`src/rtl/bky_pkg.sv`:
```
// Package: bky_pkg
// Shared constants and helpers for the Buckeye load datapath.
//   WORD_W   : bits per configuration word (fixed at 16; CNT is 4 bits wide)
//   NWORDS   : words per full chain load
//   LOOP_W   : width of the word counter
//   CNT_W    : width of the bit counter
//   CNT_LAST : bit counter value when the last bit of a word is on the pins
//   loop_last: last word index for a load of nwords words
package bky_pkg;

  localparam int WORD_W = 16;
  localparam int NWORDS = 19;
  localparam int LOOP_W = 5;
  localparam int CNT_W  = 4;

  localparam logic [CNT_W-1:0] CNT_LAST = 4'hF;

  function automatic logic [LOOP_W-1:0] loop_last(input int nwords);
    return LOOP_W'(nwords - 1);
  endfunction

endpackage

```
`src/rtl/bky_rbk_capture.sv`:
```
// Module: bky_rbk_capture
// Captures the serial return of the Buckeye chain into 16-bit words.
// Ports:
//   clk      in   system clock
//   rst_n    in   asynchronous active-low reset
//   clr      in   discard any partial word and restart the bit count
//   sclk     in   chain strobe; dout is sampled on each posedge where it is high
//   dout     in   serial return from the chain, MSB first
//   rbk_data out  last completed word
//   rbk_we   out  one-cycle pulse when rbk_data holds a new word
module bky_rbk_capture
  import bky_pkg::*;
(
  input  logic              clk,
  input  logic              rst_n,
  input  logic              clr,
  input  logic              sclk,
  input  logic              dout,
  output logic [WORD_W-1:0] rbk_data,
  output logic              rbk_we
);

  logic [WORD_W-1:0] shift_q;
  logic [CNT_W-1:0]  bit_cnt;

  always_ff @(posedge clk or negedge rst_n) begin
    if (!rst_n) begin
      shift_q  <= '0;
      bit_cnt  <= '0;
      rbk_data <= '0;
      rbk_we   <= 1'b0;
    end else begin
      rbk_we <= 1'b0;
      if (clr) begin
        bit_cnt <= '0;
      end else if (sclk) begin
        shift_q <= {shift_q[WORD_W-2:0], dout};
        bit_cnt <= bit_cnt + 1'b1;
        // The 16th sample completes the word; the counter wraps to 0 on its own.
        if (bit_cnt == CNT_LAST) begin
          rbk_data <= {shift_q[WORD_W-2:0], dout};
          rbk_we   <= 1'b1;
        end
      end
    end
  end

endmodule

```
`src/rtl/bky_shift_dp.sv`:
```
// Module: bky_shift_dp
// Datapath for the Buckeye load FSM: loads 16-bit config words from the
// FWFT load FIFO, shifts them MSB-first onto the chain, and reports the
// bit (CNT) and word (LOOP) counters back to the FSM. Holds the sticky
// DONE and UNDERRUN status.
// Optional feature macro: BKY_READBACK_EN adds capture of the chain's
// serial return into 16-bit readback words (RBK_DATA / RBK_WE).
// Ports:
//   CLK, RST_B     clock, asynchronous active-low reset
//   CLR_CNT        clear counters, status and first-word flag
//   RDENA          load FIFO_DOUT into the shift register
//   SHFT_ENA       shift the chain by one bit
//   SET_DONE       set sticky DONE
//   FIFO_DOUT      FIFO head word; FIFO_MT flags the FIFO empty
//   CNT, LOOP      bit index within word, word index within load
//   BKY_DIN        serial data to chain; BKY_SCLK one-cycle bit strobe
//   BKY_DOUT       serial return from chain (used only with readback)
//   DONE, UNDERRUN sticky status
//   RBK_DATA       readback word; RBK_WE one-cycle write strobe
module bky_shift_dp
  import bky_pkg::*;
(
  input  logic              CLK,
  input  logic              RST_B,
  input  logic              CLR_CNT,
  input  logic              RDENA,
  input  logic              SHFT_ENA,
  input  logic              SET_DONE,
  input  logic [WORD_W-1:0] FIFO_DOUT,
  input  logic              FIFO_MT,
  output logic [CNT_W-1:0]  CNT,
  output logic [LOOP_W-1:0] LOOP,
  output logic              BKY_DIN,
  output logic              BKY_SCLK,
  input  logic              BKY_DOUT,
  output logic              DONE,
  output logic              UNDERRUN,
  output logic [WORD_W-1:0] RBK_DATA,
  output logic              RBK_WE
);

  localparam logic [LOOP_W-1:0] LOOP_LAST = loop_last(NWORDS);

  logic [WORD_W-1:0] sreg;
  // Set by the first load after a clear so that the first word keeps LOOP=0.
  logic              first_q;

  // NOTE: every state register is written with <= so all of them update
  // together from pre-edge values; blocking assignments here would make the
  // result depend on statement order.
  always_ff @(posedge CLK or negedge RST_B) begin
    if (!RST_B) begin
      sreg     <= '0;
      first_q  <= 1'b0;
      CNT      <= '0;
      LOOP     <= '0;
      BKY_SCLK <= 1'b0;
      DONE     <= 1'b0;
      UNDERRUN <= 1'b0;
    end else begin
      // Strobe follows each load or shift that actually took effect.
      BKY_SCLK <= !CLR_CNT && (RDENA || SHFT_ENA);

      if (CLR_CNT) begin
        CNT      <= '0;
        LOOP     <= '0;
        first_q  <= 1'b0;
        DONE     <= 1'b0;
        UNDERRUN <= 1'b0;
      end else begin
        if (SET_DONE) DONE <= 1'b1;

        if (RDENA) begin
          sreg <= FIFO_MT ? '0 : FIFO_DOUT;
          CNT  <= '0;
          if (FIFO_MT) UNDERRUN <= 1'b1;
          if (!first_q) begin
            first_q <= 1'b1;
          end else if (LOOP == LOOP_LAST) begin
            // More loads than a chain holds is treated as an error.
            UNDERRUN <= 1'b1;
          end else begin
            LOOP <= LOOP + 1'b1;
          end
        end else if (SHFT_ENA) begin
          sreg <= {sreg[WORD_W-2:0], 1'b0};
          if (CNT != CNT_LAST) CNT <= CNT + 1'b1;
        end
      end
    end
  end

  assign BKY_DIN = sreg[WORD_W-1];

`ifdef BKY_READBACK_EN
  bky_rbk_capture u_rbk (
    .clk      (CLK),
    .rst_n    (RST_B),
    .clr      (CLR_CNT),
    .sclk     (BKY_SCLK),
    .dout     (BKY_DOUT),
    .rbk_data (RBK_DATA),
    .rbk_we   (RBK_WE)
  );
`else
  logic unused_dout;
  assign unused_dout = BKY_DOUT;
  assign RBK_DATA    = '0;
  assign RBK_WE      = 1'b0;
`endif

endmodule

```
`config.mk`:
```
export PLATFORM = sky130hd
export DESIGN_NAME = bky_shift_dp
export DESIGN_NICKNAME = d
export VERILOG_FILES = /design/src/rtl/bky_pkg.sv /design/src/rtl/bky_rbk_capture.sv /design/src/rtl/bky_shift_dp.sv
export SDC_FILE = /design/constraint.sdc
export NUM_CORES = 1
export LEC_CHECK = 0
export CAP_MARGIN = 15
export CORE_MARGIN = 5
export CORE_UTILIZATION = 44
export DETAILED_ROUTE_END_ITERATION = 7
export GPL_ROUTABILITY_DRIVEN = 0
export PLACE_DENSITY = 0.87
export SYNTH_ARGS = -nofsm -noshare
export SYNTH_HDL_FRONTEND = slang
export SYNTH_SLANG_ARGS = --single-unit
```
`constraint.sdc`:
```
create_clock -name CLK -period 1.9 [get_ports CLK]
set_input_delay 0.19 -clock CLK [delete_from_list [all_inputs] [get_ports CLK]]
set_output_delay 0.19 -clock CLK [all_outputs]
set_load 0.005 [all_outputs]
```
-- Word-level counts from Yosys, hierarchy flattened
Cells that the tools add are included.
- $add $sub $neg: 2
- equality and inequality tests: 3
- mux-type cells: 20
- bitwise operators: 1
- reductions and logical operators: 12
- operators with widths (kind ; count):
    $mux 16 ; 3
    $mux 5 ; 4
    $mux 4 ; 4
    $mux 1 ; 9
    $reduce_bool 2->1 ; 4
    $reduce_bool 3->1 ; 2
    $add 5x1->5 const B ; 1
    $eq 5x5->1 const B ; 1
    $add 4x1->4 const B ; 1
    $ne 4x4->1 const B ; 1
    $reduce_and 2->1 ; 2
    $reduce_and 3->1 ; 1
    $ne 2x2->1 const B ; 1
    $logic_and 1x1->1 ; 1
    $logic_not 1->1 ; 1
    $logic_or 1x1->1 ; 1
    $not 1->1 ; 1
- flip-flop bits (word level): 29
- input bits: 24
- output and inout bits: 30
- logic and storage cells: 45

-- Longest topological paths before layout
Gate-level depths: netlist (run 1).
- depth after elaboration: 5
- mapped depth: 5
- depth with buffers taken out: 5

-- Worst setup path after synthesis (run 1)
Ideal clock, no wire load.
- path kind: register to register
- from: reg LOOP[0]
- to: reg LOOP[0]
- library setup time: 125 ps
- data arrival time: 1290 ps
- slack: 485 ps
- stages on the path, launching flop included: 6
- period minus slack after synthesis: 1415 ps
- path through: dfrtp_1 inv_1 ha_1 and4bb_2 nor2_1 mux2_2
- word-level cells in the longest chain between the ends: 5
- elaborated cells between the ends (all ways): 8
- those cells by class: add/sub (1); eq/ne (2); mux (4); reduce/logical (1)
- ends and longest elaborated chain (element ; RTL line ; source):
    from (decl) ; bky_shift_dp.sv:32 ; output logic [LOOP_W-1:0] LOOP,
    from (signal assigned) ; bky_shift_dp.sv:83 ; LOOP <= LOOP + 1'b1;
    $add 5x1->5 ; bky_shift_dp.sv:83 ;
    $mux 5 ; bky_shift_dp.sv:79 ; end else if (LOOP == LOOP_LAST) begin
    $mux 5 ; bky_shift_dp.sv:77 ; if (!first_q) begin
    $mux 5 ; bky_shift_dp.sv:73 ; if (RDENA) begin
    $mux 5 ; bky_shift_dp.sv:64 ; if (CLR_CNT) begin
Parallel ways exist; a longest one is shown, timed or not. The select of a mux whose other input is x is not followed.
A chain may end at the register's enable or synchronous reset.

-- Worst setup path in the final report (run 1)
Ends and elaborated chain as after synthesis.

==> key figures, run 1 <==
Status
  – Status: finished, final reports clean

CTS
  – Worst-Skew Late Latency: 320 ps
  – Root buffer cell: clkbuf_4
  – Clock tree buffer depth: 2
  – Number of post-CTS setup repair buffers: 0
  – CTS buffer count: 5
  – CTS tree: built
  – # hold bufs at CTS: 0
  – Resized Gates After CTS: 0
  – Clk pin slew, worst setup/hold paths: 100 ps
  – CTS Sinks: 29
  – H-tree depth: 2

Timing
  – Final setup vio count: 0
  – Setup ws final: 396 ps
  – Final Skew: 9.25 ps
  – Final Critical Period: 1500 ps
  – Crit share post-route: 79.1%
  – Max-slew violation count: 0
  – RSZ-0062 raised after global routing: no
  – Final Hold Viols: 0
  – Max Fclk: 665 MHz
  – Worst hold slack: 238 ps
  – Setup TNS Final: 0 ps

Synthesis
  – Sequential area share after synthesis: 47.5%
  – Synth Register Bits: 29
  – Mux share of post-synthesis cell area: 2.05%
  – Synth Area in Compound Gates: 15.5%
  – Synthesized-area fraction occupied by adder cells: 2.45%
  – Synth Area in XOR/XNOR: 0%
  – Yosys synthesis warning count: 0
  – EDFF count, synth: 0
  – Synth Instances: 169
  – Main combinational cell family by area after synthesis: simple AND/OR/NAND/NOR gates
  – Synth Area in Simple Gates: 20.7%
  – Top_reg_cell synth: dfrtp_1
  – Avg Synthesized Cell Area: 9.05 um2
  – Syn Std Cell Area: 1530 um2
  – Unique masters post-synth: 30
  – Share of synthesized registers carrying an async set or reset: 100%

Drt
  – Final WL: 3040 um
  – Vias: 1,214
  – # DRC: 0
  – DR pass1 iterations: 4
  – Post-route ant nets: 0
  – DR WL/cell: 11.9 um
  – DRT iter0 DRCs: 56
  – Via/cell ratio: 4.74

Die
  – Io pins: 54
  – Initial Util: 45.5%
  – Die span in y: 69.0 um
  – Row count: 21
  – Die Width: 69.0 um
  – Core ar.: 3360 um2
  – Full die area: 4750 um2

Pwr
  – Clk pwr share: 28.0%
  – Int Power: 919 uW
  – Combinational fraction of design power: 16.6%
  – Max IR drop VDD: 0.265 mV
  – Net Sw Frac: 26.7%
  – PD cells: 650 nW/um2
  – Total chip power: 1.26 mW
  – Lkg Pwr: 0.851 nW
  – Sequential share of power: 55.3%
  – P_sw: 336 uW

Final layout
  – Area grow syn2layout: 26.3%
  – Finished Core Util: 57.4%
  – FILL cells: 314
  – Number of diodes: 0
  – Ratio of cells with drive above 1 in the final layout: 8.10%
  – Nets: 236

Critical path
  – Worst path arrival time: 1720 ps
  – Startpoint types: flop
  – WS Path Type: flop to flop
  – Required @ worst endpoint: 2110 ps
  – Crit end category: flop
  – CP Max Fanout: 5

Place
  – Final HPWL DP: 2230 um
  – Dpl ws: 258 ps
  – I/O Buffers: 35

Global route
  – First-pass GRT wire length: 4980 um
  – Gr usage total: 14.3%
  – Largest net degree at the start of global routing: 34
  – Initial antenna violation count: 0
  – Number of global-route vias before repair: 1,151
  – GRT Residual Overflow: 0

Hold path
  – Hold crit path type: input pin to async pin

Job
  – Max-capacitance violation count: 0
==> Yosys cell counts (2+ instances only) <==
cell type	n	area [um2]
or3_1	4	25.0
o21ai_0	19	95.1
o211ai_1	2	15.0
nor2b_1	15	93.8
buf_4	17	128
dfrtp_1	29	726
mux2i_1	2	20.0
nand2_1	21	78.8
a21oi_1	18	90.1
ha_1	3	37.5
nand3_1	4	20.0
clkbuf_1	2	7.51
buf_2	4	20.0
nand4b_1	2	17.5
nor2_1	10	37.5
inv_1	3	11.3
==> routing by layer <==
| metal | global-route usage [%] | vias to the layer above | share of wire (%) |
|---|---|---|---|
| met5 | 0 | - | 0 |
| met4 | 5.11 | 0 | 1.3 |
| met3 | 6.48 | 6 | 7.7 |
| met2 | 23.5 | 31 | 46 |
| met1 | 16.4 | 558 | 45 |
| li1 | - | 619 | - |
==> layout by cell type (no fill, tap or decap) <==
master and instances:
clkdlybuf4s50_1 35, a21boi_0 1, and2b_1 1, and3_1 1
o21ai_1 1, mux2i_1 2, a211oi_1 1, nor3_1 1
nor2_1 10, mux2_2 1, clkbuf_4 5, nand3_1 4
nand2_1 21, ha_1 3, o21ai_0 19, conb_1 17
o211ai_1 2, clkbuf_1 1, and4bb_2 1, nand4b_1 2
nand2_2 1, buf_4 6, nand4_1 1, dfrtp_1 29
or3_1 4, o41ai_1 1, a21oi_1 18, nor2b_1 15
inv_1 3, o21bai_2 1, clkinv_2 2
==> path summary, 6_finish.rpt <==
path,from,endpoint,slack [ps],cells past startpoint
worst max-delay path,LOOP[0],LOOP[0],400,5
worst min-delay path,RST_B,sreg[7],240,2
worst max register to register,LOOP[0],LOOP[0],400,5
worst min register to register,sreg[0],sreg[0],480,2
max in group asynchronous,RST_B,sreg[5],1390,2
min in group CLK,FIFO_DOUT[0],sreg[0],420,3
==> cell type report <==
class	count	area, um2	area share (%)
Clock buffer	6	41.3	2.14
Clock inverter	2	10.0	0.518
Inverter	3	11.3	0.583
Multi-Input combinational cell	129	689	35.7
Sequential cell	29	726	37.6
Tap cell	46	57.6	2.98
Timing Repair Buffer	41	395	20.5
==> worst max-delay path, cell delays in order, from the launching register on <==
cell and delay (ps):
dfrtp_1 430, inv_1 80, ha_1 190, and4bb_2 260
nor2_1 100, mux2_2 340
==> flip-flops by register name, summed over array words and instances, names as in the netlist <==
signal / flops
BKY_SCLK: 1
LOOP: 5
DONE: 1
sreg: 16
first_q: 1
CNT: 4
UNDERRUN: 1
==> power groups by stage <==
stage	registers (mW)	clock network, mW	logic [mW]
final	0.694	0.352	0.209
after global routing	0.701	0.395	0.239
after CTS	0.695	0.362	0.211
after detailed placement	0.706	0	0.211
after global placement	0.704	0	0.206
after floorplan	0.701	0	0.131
==> logic make-up (layout without fill, tap and decap cells) <==
logic type,count (synthesis),count (layout)
compound gates,44,44
fa+ha+maj,3,3
buf+inv,27,52
flops,29,29
mux,3,3
other cells,1,17
simple gates,62,62
==> per-stage QoR <==
| step | cells | cell area [um2] |
|---|---|---|
| 2_1_floorplan | 185 | 1590 |
| 3_3_place_gp | 248 | 1880 |
| 3_5_place_dp | 248 | 1880 |
| 4_1_cts | 256 | 1930 |
| 5_1_grt | 256 | 1930 |
| 6_report | 256 | 1930 |
(Power assumes the default switching activity.)
==> run 2: changes to the inputs <==
--- a/config.mk
+++ b/config.mk
@@ -7,10 +7,10 @@
 export LEC_CHECK = 0
 export CAP_MARGIN = 15
 export CORE_MARGIN = 5
-export CORE_UTILIZATION = 44
+export CORE_UTILIZATION = 40
 export DETAILED_ROUTE_END_ITERATION = 7
 export GPL_ROUTABILITY_DRIVEN = 0
-export PLACE_DENSITY = 0.87
+export PLACE_DENSITY = 0.83
 export SYNTH_ARGS = -nofsm -noshare
 export SYNTH_HDL_FRONTEND = slang
 export SYNTH_SLANG_ARGS = --single-unit
==> constraint.sdc (replaced) <==
create_clock -name CLK -period 1.2 [get_ports CLK]
set_input_delay 0.12 -clock CLK [delete_from_list [all_inputs] [get_ports CLK]]
set_output_delay 0.12 -clock CLK [all_outputs]
set_load 0.005 [all_outputs]
==> run 2 against run 1 <==
The run now ends with negative setup slack left. Flip-flop and latch count stayed put. Maximum frequency grew 10%. Final cell count rose by 7.8%. Register-to-register slack worse by 560 ps. Sequential power increased by 59%. Non-clock buffer count rose by 19. Die area increased by 8.5%. Critical path type unchanged. Largest cell class is now multi-input combinational cells. Highest routed layer unchanged.
==> key figures, run 2 (synthesized netlist as in run 1, its figures left out) <==
Final layout
  – Number of diodes: 0
  – Flip-flop count of the largest register after layout: 16
  – Most common cell after layout, fill and taps aside: dfrtp_1
  – Ratio of cells with drive above 1 in the final layout: 18.9%
  – Nets: 255
  – Largest reg by FF count: sreg
  – Biggest registers after layout: sreg: 16 flops, LOOP: 5 flops, CNT: 4 flops
  – Most frequent cells in the layout: dfrtp_1, nand2_1, clkdlybuf4s50_1
  – Final Cell Area: 2190 um2
  – Area grow syn2layout: 43.2%
  – Finished Core Util: 59.4%

Critical path
  – CP Max Fanout: 5
  – CP cell instances: ha_2 -> and4bb_2 -> nor2_2 -> mux2_4
  – Reg-to-reg endpoint: LOOP[0]
  – R2R setup slack: -160 ps
  – Critical path startpoint: LOOP[1]
  – Crit end category: flop
  – Slowest cell on crit path: dfrtp_1
  – CP endpoint: LOOP[0]
  – Worst reg2reg path depth: 4
  – Startpoint types: flop
  – RR Startpoint: LOOP[1]
  – WS Path Type: flop to flop
  – Required @ worst endpoint: 1360 ps
  – Crit path largest cell delay: 400 ps
  – Worst path arrival time: 1520 ps

Place
  – I/O Buffers: 35
  – Dpl cell area: 2030 um2
  – Final HPWL DP: 2360 um

Timing
  – Final setup vio count: 5
  – Final Skew: 7.22 ps
  – Final Critical Period: 1360 ps
  – Final Hold Viols: 0
  – Max-slew violation count: 0
  – RSZ-0062 raised after global routing: yes
  – Max Fclk: 734 MHz
  – Setup ws final: -162 ps
  – Worst hold slack: 208 ps
  – Setup TNS Final: -675 ps
  – Crit share post-route: 113%

Drt
  – DR pass1 iterations: 4
  – Post-route ant nets: 0
  – Final WL: 3310 um
  – Vias: 1,275
  – # DRC: 0
  – Via/cell ratio: 4.62
  – DR WL/cell: 12.0 um
  – DRT iter0 DRCs: 58

Pwr
  – Max IR drop VDD: 0.687 mV
  – Combinational fraction of design power: 16.9%
  – Clk pwr share: 34.7%
  – Lkg Pwr: 1.02 nW
  – PD cells: 1030 nW/um2
  – Net Sw Frac: 24.0%
  – P_sw: 542 uW
  – Sequential share of power: 48.4%
  – Int Power: 1.72 mW

Die
  – Die span in y: 71.8 um
  – Initial Util: 41.5%
  – Core ar.: 3690 um2
  – Full die area: 5160 um2
  – Io pins: 54
  – Die Width: 71.8 um
  – Row count: 22

Job
  – Max-capacitance violation count: 0

CTS
  – CTS tree: built
  – Worst-Skew Late Latency: 270 ps
  – CTS buffer count: 5
  – # hold bufs at CTS: 0
  – H-tree depth: 2
  – Clk pin slew, worst setup/hold paths: 60 ps
  – Clock tree buffer depth: 2
  – CTS Sinks: 29
  – Root buffer cell: clkbuf_8

Status
  – Status: complete, but fails checks
  – Failing checks: negative setup slack

Global route
  – Largest net degree at the start of global routing: 34
  – Initial antenna violation count: 0
  – Number of global-route vias before repair: 1,227
  – Gr usage total: 13.3%
  – GRT Residual Overflow: 0
  – First-pass GRT wire length: 5370 um

Hold path
  – Hold crit path type: input pin to async pin
## run 2: changes by cell type in the layout (fill, tap and decap cells not counted), sizes merged
cell / previous run / this run
clkdlybuf4s15: 0 / 3
clkinv: 2 / 0
clkbuf: 6 / 7
buf: 6 / 25
clkdlybuf4s50: 35 / 21
dlymetal6s2s: 0 / 1
dlygate4sd2: 0 / 10
## run 2: power by group through the flow
stage,clock [mW],sequential (mW),combinational [mW]
finish,0.785,1.10,0.382
global placement,0,1.11,0.377
detailed placement,0,1.11,0.384
floorplan,0,1.11,0.210
CTS,0.818,1.10,0.381
global route,0.862,1.11,0.433
## run 2: area by class of cell
class / instances / area [um2]
Fill cell: 334 / 1500
Multi-Input combinational cell: 129 / 728
Sequential cell: 29 / 727
Timing Repair Buffer: 60 / 577
Clock buffer: 7 / 86.3
Tap cell: 48 / 60.1
Inverter: 3 / 11.3
## run 2: timing repair
| item | 4_1_cts | 5_1_grt |
|---|---|---|
| setup buffers | 4 | 1 |
| gates resized for setup | 18 | 11 |
| endpoints found under the setup margin | 18 | 18 |
| pin swaps | 2 | 3 |
## run 2: stage by stage
step	power, mW	instances	setup slack, ps
CTS	2.30	275	-167
finish	2.26	276	-162
global route	2.40	276	-221
detailed placement	1.50	264	-304
floorplan	1.32	185	-202
global placement	1.49	264	-256
## run 2: how the worst min path moves through the flow
| stage | from | end | slack [ps] | cells past startpoint |
|---|---|---|---|---|
| global route | RST_B | sreg[14] | 230 | 2 |
| detailed placement | sreg[5] | sreg[5] | 460 | 2 |
| finish | RST_B | LOOP[3] | 210 | 2 |
| CTS | RST_B | LOOP[0] | 210 | 2 |
| floorplan | RST_B | BKY_SCLK | -180 | 0 |
| global placement | sreg[14] | sreg[14] | 450 | 2 |
## run 2: critical path: cells and delay by family, from the launching register on
family,cells,cell delay (ps)
flops,1,400
simple gates,2,370
mux,1,300
fa+ha+maj,1,170
## run 2: metal layers
layer	global-route usage (%)	vias up	wire, um
li1	-	652	-
met1	15.1	587	1420
met2	22.1	31	1590
met3	4.91	5	258
met4	6.26	0	42
met5	0	-	0
==> run 3: changes to the inputs <==
--- a/config.mk
+++ b/config.mk
@@ -6,6 +6,7 @@
 export NUM_CORES = 1
 export LEC_CHECK = 0
 export CAP_MARGIN = 15
+export CORE_ASPECT_RATIO = 1.75
 export CORE_MARGIN = 5
 export CORE_UTILIZATION = 40
 export DETAILED_ROUTE_END_ITERATION = 7
==> run 3 against run 2 <==
The run still ends with negative setup slack left. Utilization grew 2.7 points. Sequential power barely moved. Largest cell class unchanged. Flip-flop and latch count is the same. Via count up 5.9%. Combinational power rose by 5%. Clock power is 2% lower. Worst setup slack got worse by 22 ps.
==> key figures, run 3 (synthesized netlist as in run 1, its figures left out) <==
Status
  – Status: complete, but fails checks
  – Failing checks: negative setup slack

Drt
  – DR WL/cell: 13.3 um
  – Post-route ant nets: 0
  – Via/cell ratio: 4.82
  – DR pass1 iterations: 4
  – Vias: 1,350
  – Final WL: 3730 um
  – DRT iter0 DRCs: 18
  – # DRC: 0

Timing
  – Max-slew violation count: 0
  – Crit share post-route: 115%
  – Final setup vio count: 7
  – Setup ws final: -184 ps
  – Final Skew: 4.13 ps
  – Final Critical Period: 1380 ps
  – RSZ-0062 raised after global routing: yes
  – Final Hold Viols: 0
  – Max Fclk: 723 MHz

Critical path
  – RR Startpoint: LOOP[1]
  – Crit end category: flop
  – CP cell instances: ha_4 -> and4bb_2 -> or3_4 -> a21oi_2
  – Reg-to-reg endpoint: LOOP[1]
  – Crit path largest cell delay: 410 ps
  – Required @ worst endpoint: 1410 ps
  – CP endpoint: LOOP[1]
  – WS Path Type: flop to flop
  – Worst path arrival time: 1590 ps
  – Critical path startpoint: LOOP[1]
  – Worst reg2reg path depth: 4
  – Slowest cell on crit path: dfrtp_1
  – R2R setup slack: -180 ps
  – CP Max Fanout: 5
  – Startpoint types: flop

Final layout
  – Biggest registers after layout: sreg: 16 flops, LOOP: 5 flops, CNT: 4 flops
  – Nets: 260
  – Flip-flop count of the largest register after layout: 16
  – Area grow syn2layout: 48.8%
  – Most frequent cells in the layout: dfrtp_1, clkdlybuf4s50_1, nand2_1, buf_4, conb_1
  – Area occupied by multi-input gates: 792 um2
  – Layout Cells excl Fill: 280
  – Storage cell area: 726 um2
  – Number of diodes: 0
  – Largest reg by FF count: sreg
  – Ratio of cells with drive above 1 in the final layout: 26.9%
  – Most common cell after layout, fill and taps aside: dfrtp_1
  – FILL cells: 339

Global route
  – Largest net degree at the start of global routing: 30
  – Met2 global-route usage: 26.7%
  – Initial antenna violation count: 0
  – Met1 usage: 15.8%
  – GRT Residual Overflow: 0
  – Gr usage total: 15.1%
  – GRT busiest layer: met2
  – First-pass GRT wire length: 6270 um
  – GR Util met3: 4.35%
  – Number of global-route vias before repair: 1,431

Job
  – Max-capacitance violation count: 0

Pwr
  – Max IR drop VDD: 0.927 mV
  – Lkg Pwr: 1.05 nW
  – PD cells: 999 nW/um2
  – Total chip power: 2.27 mW

Die
  – Die span in y: 91.8 um
  – Io pins: 54
  – Full die area: 5210 um2
  – Die Width: 56.7 um
  – Core ar.: 3660 um2
  – Row count: 29
  – Initial Util: 41.7%

CTS
  – Root buffer cell: clkbuf_8
  – CTS tree: built
  – Clk pin slew, worst setup/hold paths: 60 ps
  – Clock tree buffer depth: 2
  – CTS Sinks: 29
  – CTS buffer count: 5
  – Worst-Skew Late Latency: 280 ps
  – H-tree depth: 2

Place
  – Final HPWL DP: 2640 um
  – I/O Buffers: 35
  – Dpl ws: -330 ps
  – Placed cells: 265

Hold path
  – Hold crit path type: input pin to async pin
## run 3: cell types whose count changed in the layout (fill, tap and decap cells not counted), moves of 2 or more
| cell | delta |
|---|---|
| buf_12 | -2 |
| nand3_1 | -2 |
| buf_6 | +5 |
| o21ai_0 | -2 |
| a21oi_1 | -3 |
| buf_4 | +2 |
| nand3_2 | +2 |
| or3_1 | -2 |
| a21oi_2 | +3 |
| or3_4 | +2 |
| clkinv_2 | +2 |
## run 3: where the power goes
part	switching [mW]	internal [mW]
Clock	0.374	0.399
Sequential	0.0405	1.06
Combinational	0.187	0.214
Total	0.602	1.67
## run 3: through the flow
| step | instance area (um2) | hold WS [ps] | TNS (ps) | util, % |
|---|---|---|---|---|
| 6_report | 2270 | 204 | -889 | 62.1 |
| 5_1_grt | 2270 | 226 | -1120 | 62.1 |
| 4_1_cts | 2220 | 207 | -847 | 60.5 |
| 3_5_place_dp | 2030 | 465 | -5430 | 55.3 |
| 3_3_place_gp | 2030 | 455 | -4280 | 55.3 |
| 2_1_floorplan | 1600 | -176 | -605 | - |
## run 3: cell type report
cell class	count	share of cell area [%]
Tap cell	46	2.53
Inverter	3	0.495
Sequential cell	29	31.9
Timing Repair Buffer	65	26.5
Clock inverter	3	0.770
Multi-Input combinational cell	129	34.8
Clock buffer	5	3.03
## run 3: critical path: cells and delay by family (launching register included)
family | cells | cell delay [ps]
AOI/OAI and AO/OA | 1 | 130
adders and majority gates | 1 | 170
DFF | 1 | 410
and+or+nand+nor | 2 | 600
## run 3: worst min path at each step
stage              from       end  slack [ps]  cells past startpoint
2_1_floorplan     RST_B  BKY_SCLK        -180                      0
3_3_place_gp   sreg[11]  sreg[11]         460                      2
3_5_place_dp    sreg[0]   sreg[0]         460                      2
4_1_cts           RST_B  sreg[12]         210                      2
5_1_grt           RST_B  sreg[12]         230                      2
6_report          RST_B  sreg[12]         200                      2
## run 3: what timing repair did
item / in CTS / in global routing
gates resized for setup: 30 / 20
hold endpoints to repair: 0 / 0
hold buffers: 0 / 0
setup endpoints to repair: 20 / 16
pin swaps: 7 / 3
buffers inserted: 7 / 0
## run 3: routing by layer
| metal | part of all wire, % | vias to the layer above |
|---|---|---|
| met1 | 37 | 628 |
| met2 | 53 | 46 |
| met5 | 0 | - |
| li1 | - | 668 |
| met4 | 2.7 | 0 |
| met3 | 7.3 | 8 |
